[config.mk]
export PLATFORM = sky130hd
export DESIGN_NAME = change_dispenser_flat
export DESIGN_NICKNAME = d
export VERILOG_FILES = /design/src/rtl/change_dispenser_if.sv /design/src/rtl/change_dispenser.sv /design/src/flat_wrapper.sv
export SDC_FILE = /design/constraint.sdc
export NUM_CORES = 1
export LEC_CHECK = 0
export BUFFER_PORTS_ARGS = -buffer_cell sky130_fd_sc_hd__buf_2
export CAP_MARGIN = 10
export CORE_UTILIZATION = 56
export CTS_BUF_LIST = sky130_fd_sc_hd__clkbuf_16
export CTS_CLUSTER_SIZE = 16
export DETAILED_ROUTE_END_ITERATION = 16
export PLACE_DENSITY = 0.79
export SYNTH_ARGS = -nofsm -noshare
export SYNTH_HDL_FRONTEND = slang
export SYNTH_SLANG_ARGS = --single-unit
[constraint.sdc]
create_clock -name clk -period 2.84 [get_ports clk]
set_input_delay 0.142 -clock clk [delete_from_list [all_inputs] [get_ports clk]]
set_output_delay 0.142 -clock clk [all_outputs]
set_load 0.01 [all_outputs]
[src/rtl/change_dispenser_if.sv]
// Payout-side coin interface between the vending core (master) and the change dispenser (slave).
interface change_dispenser_if;
   logic       start;
   logic [7:0] amount;
   logic       clear;
   logic [3:0] hopper_empty;
   logic       hopper_ack;
   logic       coin_req;
   logic [1:0] coin_type;
   logic       busy;
   logic       done;
   logic       fault;
   logic [7:0] remaining;
   logic [7:0] coins_paid;

   modport master (
      output start, amount, clear, hopper_empty, hopper_ack,
      input  coin_req, coin_type, busy, done, fault, remaining, coins_paid
   );

   modport slave (
      input  start, amount, clear, hopper_empty, hopper_ack,
      output coin_req, coin_type, busy, done, fault, remaining, coins_paid
   );
endinterface

[src/rtl/change_dispenser.sv]
// Greedy coin payout engine: ejects change largest-denomination-first through a hopper handshake.
module change_dispenser #(
   parameter int GAP_CYCLES  = 2,
   parameter int ACK_TIMEOUT = 255
) (
   input logic               clk,
   input logic               rst,
   change_dispenser_if.slave bus
);
   typedef enum logic [2:0] {IDLE, SELECT, REQ, GAP, DONE, FAULT} state_t;

   localparam logic [3:0] GAP_LOAD = 4'(GAP_CYCLES);
   localparam logic [7:0] ACK_LAST = 8'(ACK_TIMEOUT - 1);

   state_t     state;
   logic [1:0] coin_type;
   logic [7:0] remaining;
   logic [7:0] coins_paid;
   logic [3:0] gap_cnt;
   logic [7:0] ack_timer;
   logic [2:0] choice;

   // Returns {found, code}; strictly greedy, no backtracking over smaller coins.
   function automatic logic [2:0] pick(input logic [7:0] rem, input logic [3:0] empty);
      if (rem >= 8'd10 && !empty[3]) return 3'b111;
      if (rem >= 8'd5  && !empty[2]) return 3'b110;
      if (rem >= 8'd2  && !empty[1]) return 3'b101;
      if (rem >= 8'd1  && !empty[0]) return 3'b100;
      return 3'b000;
   endfunction

   function automatic logic [7:0] denom(input logic [1:0] code);
      case (code)
         2'b00:   return 8'd1;
         2'b01:   return 8'd2;
         2'b10:   return 8'd5;
         default: return 8'd10;
      endcase
   endfunction

   function automatic logic [7:0] sat_inc(input logic [7:0] v);
      return (v == 8'hFF) ? v : v + 8'd1;
   endfunction

   assign choice = pick(remaining, bus.hopper_empty);

   always_ff @(posedge clk) begin
      if (rst) begin
         state      <= IDLE;
         coin_type  <= 2'b00;
         remaining  <= 8'd0;
         coins_paid <= 8'd0;
         gap_cnt    <= 4'd0;
         ack_timer  <= 8'd0;
      end else begin
         case (state)
            IDLE: begin
               if (bus.start) begin
                  if (bus.amount != 8'd0) begin
                     remaining  <= bus.amount;
                     coins_paid <= 8'd0;
                     state      <= SELECT;
                  end else begin
                     state <= DONE;
                  end
               end
            end
            SELECT: begin
               if (remaining == 8'd0) begin
                  state <= DONE;
               end else if (choice[2]) begin
                  coin_type <= choice[1:0];
                  ack_timer <= 8'd0;
                  state     <= REQ;
               end else begin
                  state <= FAULT;
               end
            end
            REQ: begin
               // An ack on the final timeout cycle still counts as a paid coin.
               if (bus.hopper_ack) begin
                  remaining  <= remaining - denom(coin_type);
                  coins_paid <= sat_inc(coins_paid);
                  gap_cnt    <= GAP_LOAD;
                  state      <= GAP;
               end else if (ack_timer == ACK_LAST) begin
                  state <= FAULT;
               end else begin
                  ack_timer <= ack_timer + 8'd1;
               end
            end
            GAP: begin
               if (gap_cnt <= 4'd1) state <= SELECT;
               else                 gap_cnt <= gap_cnt - 4'd1;
            end
            DONE: state <= IDLE;
            FAULT: begin
               if (bus.clear) begin
                  remaining <= 8'd0;
                  state     <= IDLE;
               end
            end
            default: state <= IDLE;
         endcase
      end
   end

   assign bus.coin_req   = (state == REQ);
   assign bus.coin_type  = coin_type;
   assign bus.busy       = (state == SELECT) || (state == REQ) || (state == GAP) || (state == FAULT);
   assign bus.done       = (state == DONE);
   assign bus.fault      = (state == FAULT);
   assign bus.remaining  = remaining;
   assign bus.coins_paid = coins_paid;
endmodule
[src/flat_wrapper.sv]
// flat-port wrapper written by rule: the top's interface ports become plain ports
module change_dispenser_flat 
#(
   parameter int GAP_CYCLES  = 2,
   parameter int ACK_TIMEOUT = 255
)
  (clk, rst, bus_start, bus_amount, bus_clear, bus_hopper_empty, bus_hopper_ack, bus_coin_req, bus_coin_type, bus_busy, bus_done, bus_fault, bus_remaining, bus_coins_paid);
  change_dispenser_if bus_i ();
  input logic clk;
  input logic rst;
  input wire logic [$bits(bus_i.start)-1:0] bus_start;
  input wire logic [$bits(bus_i.amount)-1:0] bus_amount;
  input wire logic [$bits(bus_i.clear)-1:0] bus_clear;
  input wire logic [$bits(bus_i.hopper_empty)-1:0] bus_hopper_empty;
  input wire logic [$bits(bus_i.hopper_ack)-1:0] bus_hopper_ack;
  output wire logic [$bits(bus_i.coin_req)-1:0] bus_coin_req;
  output wire logic [$bits(bus_i.coin_type)-1:0] bus_coin_type;
  output wire logic [$bits(bus_i.busy)-1:0] bus_busy;
  output wire logic [$bits(bus_i.done)-1:0] bus_done;
  output wire logic [$bits(bus_i.fault)-1:0] bus_fault;
  output wire logic [$bits(bus_i.remaining)-1:0] bus_remaining;
  output wire logic [$bits(bus_i.coins_paid)-1:0] bus_coins_paid;
  assign bus_i.start = bus_start;
  assign bus_i.amount = bus_amount;
  assign bus_i.clear = bus_clear;
  assign bus_i.hopper_empty = bus_hopper_empty;
  assign bus_i.hopper_ack = bus_hopper_ack;
  assign bus_coin_req = bus_i.coin_req;
  assign bus_coin_type = bus_i.coin_type;
  assign bus_busy = bus_i.busy;
  assign bus_done = bus_i.done;
  assign bus_fault = bus_i.fault;
  assign bus_remaining = bus_i.remaining;
  assign bus_coins_paid = bus_i.coins_paid;
  change_dispenser #(.GAP_CYCLES(GAP_CYCLES), .ACK_TIMEOUT(ACK_TIMEOUT)) u_core (.clk(clk), .rst(rst), .bus(bus_i));
endmodule
==> results.cfg, run 1 <==
[setup_path]
crit_top_cell = inv_1
cp_max_fo = 5
slowest_delay_ns = 0.39
path_buf_inv = 2
crit_type = reg -> reg
arrival_ns = 2.39
end_kind = flip-flop
crit_family = compound AO/OA/AOI/OAI gates
worstPathRequired_ns = 2.98
cp-start-kind = flip-flop
path_cells = inv_1, ha_1, inv_1, fa_1, a21o_1, a211oi_1, xor2_1, a221oi_1, nor3_1
cpMaxStageDelayCell = fa_1

[grt]
grt_pass1_wl_um = 8830
antenna_found_initial = 0
grt_max_degree = 33
grt_pass1_vias = 1951
gr-total-overflow = 0
track_usage_pct = 27.3

[yosys]
synth_edf_count = 0
synthCells = 264
syn_area_sq_um = 2190
synth.largest_area_cell = dfxtp_1
synth_fp_nets = 291
yosys_warnings = 0
synth_cell_types = 60
syn_avg_cell_area_sq_um = 8.29
synth_seq_area_share_pct = 30.2
yosys.area.top_type_share_pct = 30.2
synth-async-reset-ratio_pct = 0
synth_top_cells_by_area = dfxtp_1 30%, ha_1 5.1%, a21oi_1 4.3%
synth_seq_cells = 33
synth_flop_cell = dfxtp_1

[floorplan]
fp.dieArea_sq_um = 4160
dieWidth_um = 64.5
start_util_pct = 58.9
core_sq_um = 3720
dieHeight_um = 64.5
ios = 39
rows = 22

[finish]
final_nets = 328
finalInstanceArea_sq_um = 2570
fillers = 303
fin_util_pct = 69.3
drive_gt1_share_pct = 21.9
seq_area_sq_um = 661
diodes = 0
area_growth_pct = 17.7
multi_input_area_sq_um = 1410
finalNonFillerCells = 350

[timing]
fin_crit_ns = 2.25
max_freq_mhz = 444
skew_ns = 0.00353
hold_viol = 0
period_share_pct = 79.2
max-slew-margin-rel_pct = 58.6
setup-tns-final_ns = 0
finalSetupViolCount = 0
drv_slew = 0
worst_pin_slew_ns = 0.621
rsz0062_at_grt = no

[min_path]
hp-class = in -> reg

[power]
p_clk_share_pct = 24.5
switching_share_pct = 41.8
p_seq_share_pct = 24.9
comb_power_share_pct = 50.6
power_density_nw_per_um2 = 1110
p_int_mw = 1.67
p_sw_mw = 1.20
vdd_drop_max_mv = 0.676
power_mw = 2.86
leakagePower_nw = 1.04

[clock_network]
numCtsBuffers = 5
post_cts_buffers = 0
root_buffer = clkbuf_16
cts_hold_buf = 0
post_cts_resized = 0
clk_latency_ns = 0.28
cts.sinks = 33
cts_htree_levels = 2
cts_tree = built
path_clk_slew_ns = 0.05
cts_buffer_depth = 2

[placement]
dpl.hpwl_um = 3710
port_buffers = 38
placed_area_sq_um = 2380
place_inst = 342
gp_congestion = 0.822

[detailed_routing]
wl_met2_um = 2350
highest_layer = met4
vias = 2137
wl_met3_um = 405
drtIter0Drc = 96
dr.pass1.iters = 4
wl_per_cell_um = 14.9
detail_route.vias_per_cell = 6.11
drt-met1-wl_um = 2380
ant_nets = 0
finalWirelength_um = 5200
drc = 0

[run_status]
outcome = completed

[flow_run]
drv_cap = 0
## cells in the final DEF (no fill, tap or decap), types with 9 or more instances in the layout
cell type,Yosys,final
inv_1,12,12
ha_1,9,9
buf_2,1,38
o21ai_0,13,13
nand2_1,19,19
a21oi_1,19,19
nor3_1,16,16
nor2_1,25,25
dfxtp_1,33,33
## per-stage QoR
step / hold WS [ns] / setup slack, ns
floorplan: 0.337 / 0.796
global route: 0.226 / 0.353
finish: 0.194 / 0.589
CTS: 0.190 / 0.609
global placement: 0.462 / 0.772
detailed placement: 0.460 / 0.646
## worst register-to-register path, delay by kind of cell (launching register included)
family | cells | cell delay, ns
compound gates | 3 | 0.78
simple gates | 1 | 0.09
buf+inv | 2 | 0.22
flops | 1 | 0.31
fa+ha+maj | 2 | 0.61
xor+xnor | 1 | 0.10
## flip-flops by register name, summed over array words and instances, names as in the netlist
name and count:
u_core.ack_timer 8, u_core.bus.coins_paid 8, u_core.bus.remaining 8, u_core.gap_cnt 4, u_core.state 3, u_core.bus.coin_type 2
## power by group through the flow
stage / clock, mW / sequential [mW] / combinational, mW
2_1_floorplan: 0 / 0.707 / 1.13
3_3_place_gp: 0 / 0.719 / 1.41
3_5_place_dp: 0 / 0.721 / 1.42
4_1_cts: 0.710 / 0.712 / 1.44
5_1_grt: 0.729 / 0.736 / 1.62
6_report: 0.701 / 0.714 / 1.45
## layer usage
metal	track usage, %	up-vias
met2	42.2	82
met5	0	-
met3	6.87	8
met1	35.6	970
met4	12.5	0
li1	-	1077
## kinds of logic (layout without fill, tap and decap cells)
group | Yosys count | in the layout | share of synthesized area (%)
multiplexers | 1 | 1 | 0.686
AND/OR/NAND/NOR | 110 | 110 | 26.8
buffers and inverters | 23 | 61 | 5.49
XOR/XNOR | 4 | 4 | 1.60
adder cells (fa/ha/maj) | 10 | 10 | 6.06
AO/OA/AOI/OAI | 83 | 83 | 29.2
flip-flops | 33 | 33 | 30.2
## cell usage after synthesis (4+ instances only)
library cell,count
nor2b_1,4
inv_1,12
nand2b_1,4
a211oi_1,6
or3_1,6
clkbuf_1,5
a31oi_1,5
o21ai_0,13
xor2_1,4
nor2_1,25
dfxtp_1,33
buf_6,4
and3_1,6
or2_2,4
nand3_1,6
nand2_1,19
nor3_1,16
and2_1,4
a221oi_1,6
ha_1,9
a21oi_1,19
## final cells by class
type                       count  area share (%)
multi-input combinational    208            54.7
sequential                    33            25.7
timing repair buffer          40            7.97
clock buffer                   5            4.86
clock inverter                 3            2.53
tap                           48            2.33
inverter                      13            1.99
## worst paths after layout
check | cells past startpoint | to | startpoint | slack, ns
worst max-delay path | 9 | u_core.bus.remaining[6]$_SDFFE_PP0P_ | u_core.bus.coin_type[0]$_SDFFE_PP0P_ | 0.59
worst min-delay path | 3 | u_core.bus.remaining[2]$_SDFFE_PP0P_ | bus_amount[2] | 0.19
worst max register to register | 9 | u_core.bus.remaining[6]$_SDFFE_PP0P_ | u_core.bus.coin_type[0]$_SDFFE_PP0P_ | 0.59
worst min register to register | 1 | u_core.ack_timer[6]$_SDFFE_PP0P_ | u_core.ack_timer[6]$_SDFFE_PP0P_ | 0.48
Power figures use the tool's default switching activity.
==> run 2, diff against run 1 <==
- ABC_AREA: unset -> 1
- clock period: 2.84 -> 2.3 ns (I/O delays scaled with it)
==> results.cfg, run 2 <==
[power]
power_density_nw_per_um2 = 1270
leakagePower_nw = 1.21
power_mw = 3.38
vdd_drop_max_mv = 0.654

[setup_path]
path_buf_inv = 2
cp_max_fo = 4
startpoint = u_core.bus.coin_type[0]$_SDFFE_PP0P_
timing.rr.start = u_core.bus.coin_type[0]$_SDFFE_PP0P_
reg2reg_depth = 11
rrSetupSlack_ns = 0.44
path_cells = inv_1, ha_1, inv_1, fa_1, nand2_1, nand2_1, a21oi_1, xnor2_1, o22ai_1, nor2_1, nor2_1
arrival_ns = 2.03
crit_type = reg -> reg
crit_family = adder cells
slowest_delay_ns = 0.38
reg2reg_to = u_core.bus.remaining[4]$_SDFFE_PP0P_
cp-start-kind = flip-flop
worstPathRequired_ns = 2.47
cpMaxStageDelayCell = fa_1
end_kind = flip-flop

[yosys]
synth_top_cells_by_area = dfxtp_1 29%, nand2_1 13%, nor2_1 8.4%
synth.largest_area_cell = dfxtp_1
synth_seq_cells = 33
yosys_warnings = 0
syn_area_sq_um = 2270
synth_flop_cell = dfxtp_1
synth-async-reset-ratio_pct = 0
yosys.area.top_type_share_pct = 29.1
synthCells = 345
synth_most_common_cell = nand2_1
synth_cell_types = 35
synth_edf_count = 0
netlist_top_cells_count = 76 x nand2_1, 51 x nor2_1, 33 x dfxtp_1, 33 x inv_1, 29 x a21oi_1
synth_fp_nets = 372
syn_avg_cell_area_sq_um = 6.59
synth_seq_area_share_pct = 29.1

[clock_network]
numCtsBuffers = 5
root_buffer = clkbuf_16
cts.sinks = 33
cts_tree = built
post_cts_resized = 0
cts_buffer_depth = 2
cts_hold_buf = 0
path_clk_slew_ns = 0.05
post_cts_buffers = 0
clk_latency_ns = 0.27
cts_htree_levels = 2

[detailed_routing]
drc = 0
detail_route.vias_per_cell = 5.25
dr.pass1.iters = 4
finalWirelength_um = 5380
wl_per_cell_um = 12.4
vias = 2274
ant_nets = 0
drtIter0Drc = 136

[grt]
use_met2_pct = 44.5
grt_max_degree = 20
grt_pass1_wl_um = 9240
met1_usage_pct = 37.9
antenna_found_initial = 0
grt_use_met3_pct = 5.38
track_usage_pct = 28.1
gr-total-overflow = 0
grt_busiest_layer = met2
grt_pass1_vias = 2088

[floorplan]
dieHeight_um = 65.7
fp.dieArea_sq_um = 4320
ios = 39
start_util_pct = 60.3
core_sq_um = 3770
rows = 22
dieWidth_um = 65.7

[timing]
finalSetupViolCount = 0
setup-tns-final_ns = 0
fin_ws_ns = 0.441
rsz0062_at_grt = no
drv_slew = 0
hold_viol = 0
max_freq_mhz = 538
max-slew-margin-rel_pct = 72.4
worst_pin_slew_ns = 0.414
whs_ns = 0.174
period_share_pct = 80.8
fin_crit_ns = 1.86
skew_ns = 0.00192

[min_path]
hp-class = in -> reg
hold-path-endpoint = u_core.state[2]$_SDFFE_PP0P_
hold_start = bus_clear
hold_depth = 4

[finish]
finalInstanceArea_sq_um = 2660
largestRegisters = u_core.ack_timer (8), u_core.bus.coins_paid (8), u_core.bus.remaining (8)
fin_util_pct = 70.5
seq_area_sq_um = 661
area_growth_pct = 17.0
final_nets = 412
diodes = 0
fillers = 331
multi_input_area_sq_um = 1440
finalNonFillerCells = 433
drive_gt1_share_pct = 20.8
final_cell_mix = 76 x nand2_1, 51 x nor2_1, 38 x buf_2
final_common_cell = nand2_1

[placement]
place_inst = 426
port_buffers = 38
place_ws_ns = 0.464
placed_area_sq_um = 2500
dpl.hpwl_um = 3930
gp_congestion = 0.874

[run_status]
outcome = completed

[flow_run]
drv_cap = 0
## run 2: cell types whose count changed after synthesis, moves of 7 or more
cell     previous run  this run
nand2_1            19        76
a21oi_1            19        29
nand2_2             0         7
nand3_1             6        25
nor2_1             25        51
inv_1              12        33
nor2_2              0         8
nor3_1             16         6
## run 2: layout make-up
class | instances | share of cell area (%)
clock buffer | 5 | 4.71
clock inverter | 2 | 1.32
inverter | 38 | 5.46
multi-input combinational | 268 | 54.0
sequential | 33 | 24.8
tap | 48 | 2.26
timing repair buffer | 39 | 7.44
## run 2: where the power goes
part / leakage (nW) / switching, mW / internal, mW
combinational: 0.860 / 1.17 / 0.616
sequential: 0.269 / 0.157 / 0.703
clock: 0.0797 / 0.233 / 0.502
## run 2: how the worst max path moves through the flow
| stage | endpoint | slack [ns] | cells past startpoint |
|---|---|---|---|
| detailed placement | u_core.bus.remaining[4]$_SDFFE_PP0P_ | 0.46 | 11 |
| finish | u_core.bus.remaining[4]$_SDFFE_PP0P_ | 0.44 | 11 |
| CTS | u_core.bus.remaining[6]$_SDFFE_PP0P_ | 0.46 | 12 |
| global placement | u_core.bus.remaining[4]$_SDFFE_PP0P_ | 0.53 | 11 |
| floorplan | u_core.bus.remaining[4]$_SDFFE_PP0P_ | 0.56 | 11 |
| global route | u_core.bus.remaining[4]$_SDFFE_PP0P_ | 0.24 | 11 |
## run 2: cell families after synthesis
kind of cell	share of synthesized area [%]
flip-flops	29.1
XOR/XNOR	4.62
buffers and inverters	7.82
AO/OA/AOI/OAI	13.7
AND/OR/NAND/NOR	39.0
adder cells (fa/ha/maj)	5.83
## run 2: tightest hold or removal path: stages
cell	delay [ns]
buf_2	0.07
inv_1	0.03
nand2_1	0.10
a21oi_1	0.08
## run 2: metal layers
metal  up-vias  wire (um)
li1       1197          -
met1      1022       2680
met2        46       2450
met3         9        184
met4         0         64
met5         -          0
